`src/rtl/i4674_serial_monitor.sv`:
```
// Serial pattern monitor: shifts N into a history register and flags when it matches PATTERN.
// Optional macro I4674_STICKY_EN turns the match pulse into a flag held until reset.
module i4674_serial_monitor #(
  parameter int                   PATTERN_W = 4,
  parameter logic [PATTERN_W-1:0] PATTERN   = 4'b1011
) (
  input  logic CK,
  input  logic reset,
  input  logic N,
  output logic output_single
);

  localparam int FILL_W = $clog2(PATTERN_W + 1);
  localparam logic [FILL_W-1:0] FILL_MAX = FILL_W'(PATTERN_W);

  generate
    if (PATTERN_W < 2 || PATTERN_W > 16) begin : g_bad_width
      $error("i4674_serial_monitor: PATTERN_W must be in 2..16");
    end
  endgenerate

  logic [PATTERN_W-1:0] hist;
  logic [FILL_W-1:0]    fill;
  logic [PATTERN_W-1:0] next_hist;
  logic [FILL_W-1:0]    next_fill;
  logic                 match;

  // Fill guard keeps a zero-filled history from matching before enough real samples arrive.
  always_comb begin
    next_hist = {hist[PATTERN_W-2:0], N};
    next_fill = (fill == FILL_MAX) ? fill : fill + 1'b1;
    match     = (next_hist == PATTERN) && (next_fill == FILL_MAX);
  end

  always_ff @(posedge CK or negedge reset) begin
    if (!reset) begin
      hist          <= '0;
      fill          <= '0;
      output_single <= 1'b0;
    end else begin
      hist <= next_hist;
      fill <= next_fill;
`ifdef I4674_STICKY_EN
      output_single <= output_single | match;
`else
      output_single <= match;
`endif
    end
  end

endmodule

```
`config.mk`:
```
export PLATFORM = sky130hd
export DESIGN_NAME = i4674_serial_monitor
export DESIGN_NICKNAME = d
export VERILOG_FILES = /design/src/rtl/i4674_serial_monitor.sv
export SDC_FILE = /design/constraint.sdc
export NUM_CORES = 1
export LEC_CHECK = 0
export ABC_AREA = 1
export CORE_AREA = 10 10 47 49
export CTS_CLUSTER_DIAMETER = 150
export DETAILED_ROUTE_END_ITERATION = 8
export DIE_AREA = 0 0 57 59
export RECOVER_POWER = 50
export SYNTH_ARGS = -nofsm -noshare
export SYNTH_HDL_FRONTEND = slang
export SYNTH_SLANG_ARGS = --single-unit
export TNS_END_PERCENT = 10
```
`constraint.sdc`:
```
create_clock -name CK -period 1.7 [get_ports CK]
set_input_delay 0.34 -clock CK [delete_from_list [all_inputs] [get_ports CK]]
set_output_delay 0.34 -clock CK [all_outputs]
set_load 0.02 [all_outputs]
```
Word level (Yosys, flattened, before mapping)

Cells that the tools add are included.
Widths: inputs -> output; s select.

Bits of input ports: 3
Bits in registers: 7
Output and inout port bits: 1
Word-level logic and storage cells: 9

$add $sub $neg: 1
Mux-type cells: 1
Reduce and logical (&&, ||, !) cells: 1
Equal/unequal tests: 3

Operator list:

| kind                | count |
|---|---|
| $eq 3x3->1 const B  | 2 |
| $eq 4x4->1 const B  | 1 |
| $add 3x1->3 const B | 1 |
| $mux 3              | 1 |
| $logic_and 1x1->1   | 1 |

Logic depth before layout (Yosys ltp)

Gate-level depths: netlist (run 1).

Word-level depth: 4
Gate-level depth with buffers: 7
Mapped depth without buffers: 7

Least setup slack after synthesis (run 1)

OpenSTA, ideal clock, no wires.

Path type: reg2reg
From: register fill[0]
To: register output_single
Arrival time: 0.990 ns
Stages on the path, launching flop included: 6
Clock period less this slack: 1.061 ns
Setup slack: 0.639 ns
Cells stage by stage: dfrtp_1 inv_1 ha_1 nor3_1 nand2_1 nor2_1

Cells in the longest elaborated chain, start to end: 4

RTL lines:

| item                                      | line | text |
|---|---|---|
| start, declared                           | 23   | `logic [FILL_W-1:0] fill;` |
| start signal, assigned                    | 42   | `fill <= next_fill;` |
| $add 3x1->3 or $eq 3x3->1 (tied branches) | 31   | `next_fill = (fill == FILL_MAX) ? fill : fill + 1'b1;` |
| $mux 3 *                                  | 31   |  |
| named net next_fill[1]                    | 25   | `logic [FILL_W-1:0] next_fill;` |
| $eq 3x3->1 *                              | 32   | `match = (next_hist == PATTERN) && (next_fill == FILL_MAX);` |
| $logic_and 1x1->1 *                       | 32   |  |
| named net match                           | 26   | `logic match;` |
| end signal, assigned                      | 46   | `output_single <= match;` |
| end, declared                             | 10   | `output logic output_single` |

Mark *: on every way through the listed nets, which the timed path passes. The rest lies on a longest branch.

Final worst setup path (run 1)

From: register output_single
To: output output_single

No word-level cell between the ends.

==> reports/results.tsv, run 1 <==
metric	value	unit
status	finished, final reports clean	
cp-start-kind	flip-flop	
nFillCells	159	
seq_area_frac_synth	62.5	%
grt_setup_unrepaired	no	
grtUsageTotal	3.20	%
fin_crit	1.50	ns
grt_max_degree	8	
drive_above_1_share	11.4	%
diodes	0	
criticalPathCategory	reg2out	
synth_nets	33	
clock_sinks	7	
pin_count	4	
synth_top_area_share	62.5	%
cts_setup_buffers	0	
antenna_found_initial	0	
hold_class	reg2reg	
final_antenna_net_count	0	
final-seq-area	175	um2
slowest_delay	0.60	ns
synth-seq-cells	7	
relSlewSlack	79.3	%
finalSetupViolations	0	
powerDensity	929	nW/um2
finalSetupTns	0	ns
drv_cap	0	
synth_cell_types	8	
start_util	20.0	%
worst_path_dominant_cell_family	buffers and inverters	
max_freq	0.668	GHz
netlist_area	280	um2
die_y	59	um
synthCells	28	
place_inst	47	
die-area	3360	um2
area_growth	27.2	%
ys_top_cells_by_area	dfrtp_1 63%, nand2_1 11%, inv_1 9.4%, ha_1 8.9%, nand3_2 3.6%	
port_buffers	3	
core	1400	um2
dpl.hpwl	323	um
total_leakage_power	0.198	nW
h-tree-depth	1	
fin_cells	51	
cp.buffers_inverters	1	
cp_slowest_cell	clkdlybuf4s50_1	
multi_input_area	78.8	um2
numCtsBuffers	3	
clkTransAtPathRegs	0.05	ns
clk_path_buf_depth	2	
worst_pin_slew	0.310	ns
avgRoutedWirePerCell	7.98	um
clockRootBuffer	clkbuf_4	
drtPass1Iterations	1	
required	1.36	ns
placedInstanceArea	330	um2
drc_errors	0	
path_max_fanout	1	
cp-end-kind	primary output	
drt-vias-per-instance	3.80	
yosys_warnings	0	
worstPathCellList	clkdlybuf4s50_1	
hold_viol	0	
grt-ovfl-total	0	
final_nets	41	
vias	194	
clkLatencyLatePin	0.24	ns
drt_iter0_drc	0	
cts_hold_buffers	0	
peakVddDrop	362	uV
cp.arrival	1.16	ns
cts_tree	built	
avgSynthCellArea	10.0	um2
cts_resized	0	
fin_area	357	um2
netlist.top_cell.by_area	dfrtp_1	
gp_congestion	0.652	
slew_violations	0	
grt_pass1_vias	195	
wl	407	um
period_share	88.1	%
finClkSkew	0.00297	ns
placementRows	14	
grt_pass1_wl	772	um
die_x	57	um
## path summary, 6_finish.rpt
check / start / endpoint / slack [ns] / cells past startpoint
max: output_single / output_single / 0.20 / 1
min reg2reg: hist[1] / hist[2] / 0.38 / 0
max in group asynchronous: reset / hist[1] / 1.05 / 1
min in group asynchronous: reset / hist[0] / 0.42 / 1
min: hist[1] / hist[2] / 0.38 / 0
max reg2reg: fill[0] / output_single / 0.57 / 5
## flip-flops by register name, indices dropped and copies added, names as in the netlist
signal,flops
fill,3
hist,3
output_single,1
## synth_stat cells (all sizes together)
master / instances
dfrtp: 7
nand3: 2
ha: 2
nor3: 1
inv: 7
nor2: 1
nand2: 8
## report_power, final
part           total [mW]  internal (mW)  switching [mW]
clock network       0.146         0.0893          0.0568
registers           0.173          0.171         0.00156
logic              0.0125        0.00625         0.00624
total               0.331          0.267          0.0646
## per-stage QoR
step	worst slack (ns)	util (%)	hold WS, ns	power [mW]
6_report	0.202	25.4	0.377	0.331
5_1_grt	0.168	25.4	0.396	0.354
4_1_cts	0.181	25.4	0.355	0.340
3_5_place_dp	0.455	23.6	0.368	0.189
3_3_place_gp	0.463	23.6	0.368	0.189
2_1_floorplan	0.639	-	0.0444	0.179
## cell type report
cell class                      count  share of cell area, %
Multi-Input combinational cell     14                   22.1
Tap cell                           16                   5.61
Inverter                            7                   7.37
Sequential cell                     7                   49.1
Clock buffer                        4                   7.37
Timing Repair Buffer                3                   8.42
## worst reg2reg max path, stage by stage, from the launching register on
cell and delay (ns):
dfrtp_1 0.36, inv_1 0.06, ha_1 0.31, nor3_1 0.17, nand2_1 0.07, nor2_1 0.09
## per-layer routing
layer	part of all wire [%]	track usage, %	up-vias
met2	49	4.50	5
met1	40	2.39	90
met5	0	0	-
met4	2.2	4.03	0
li1	-	-	97
met3	8.4	2.79	2
## cell usage in the layout (no fill, tap or decap), drive strengths merged
cell / instances
nand2: 8
dfrtp: 7
dlygate4sd3: 1
nor3: 1
clkdlybuf4s50: 2
nor2: 1
inv: 7
nand3: 2
clkbuf: 4
ha: 2
## cell families after synthesis
logic type / after synthesis / share of synthesized area (%)
adder cells (fa/ha/maj): 2 / 8.93
buffers and inverters: 7 / 9.38
flip-flops: 7 / 62.5
AND/OR/NAND/NOR: 12 / 19.2
Note: power is estimated with default switching activity, not from simulation.
==> run 2: changes to the inputs <==
--- a/config.mk
+++ b/config.mk
@@ -11,6 +11,7 @@
 export DETAILED_ROUTE_END_ITERATION = 8
 export DIE_AREA = 0 0 57 59
 export RECOVER_POWER = 50
+export SKIP_CTS_REPAIR_TIMING = 1
 export SYNTH_ARGS = -nofsm -noshare
 export SYNTH_HDL_FRONTEND = slang
 export SYNTH_SLANG_ARGS = --single-unit
==> results of run 2 <==
The final DEF is identical to that of run 1; final timing and power are the same.
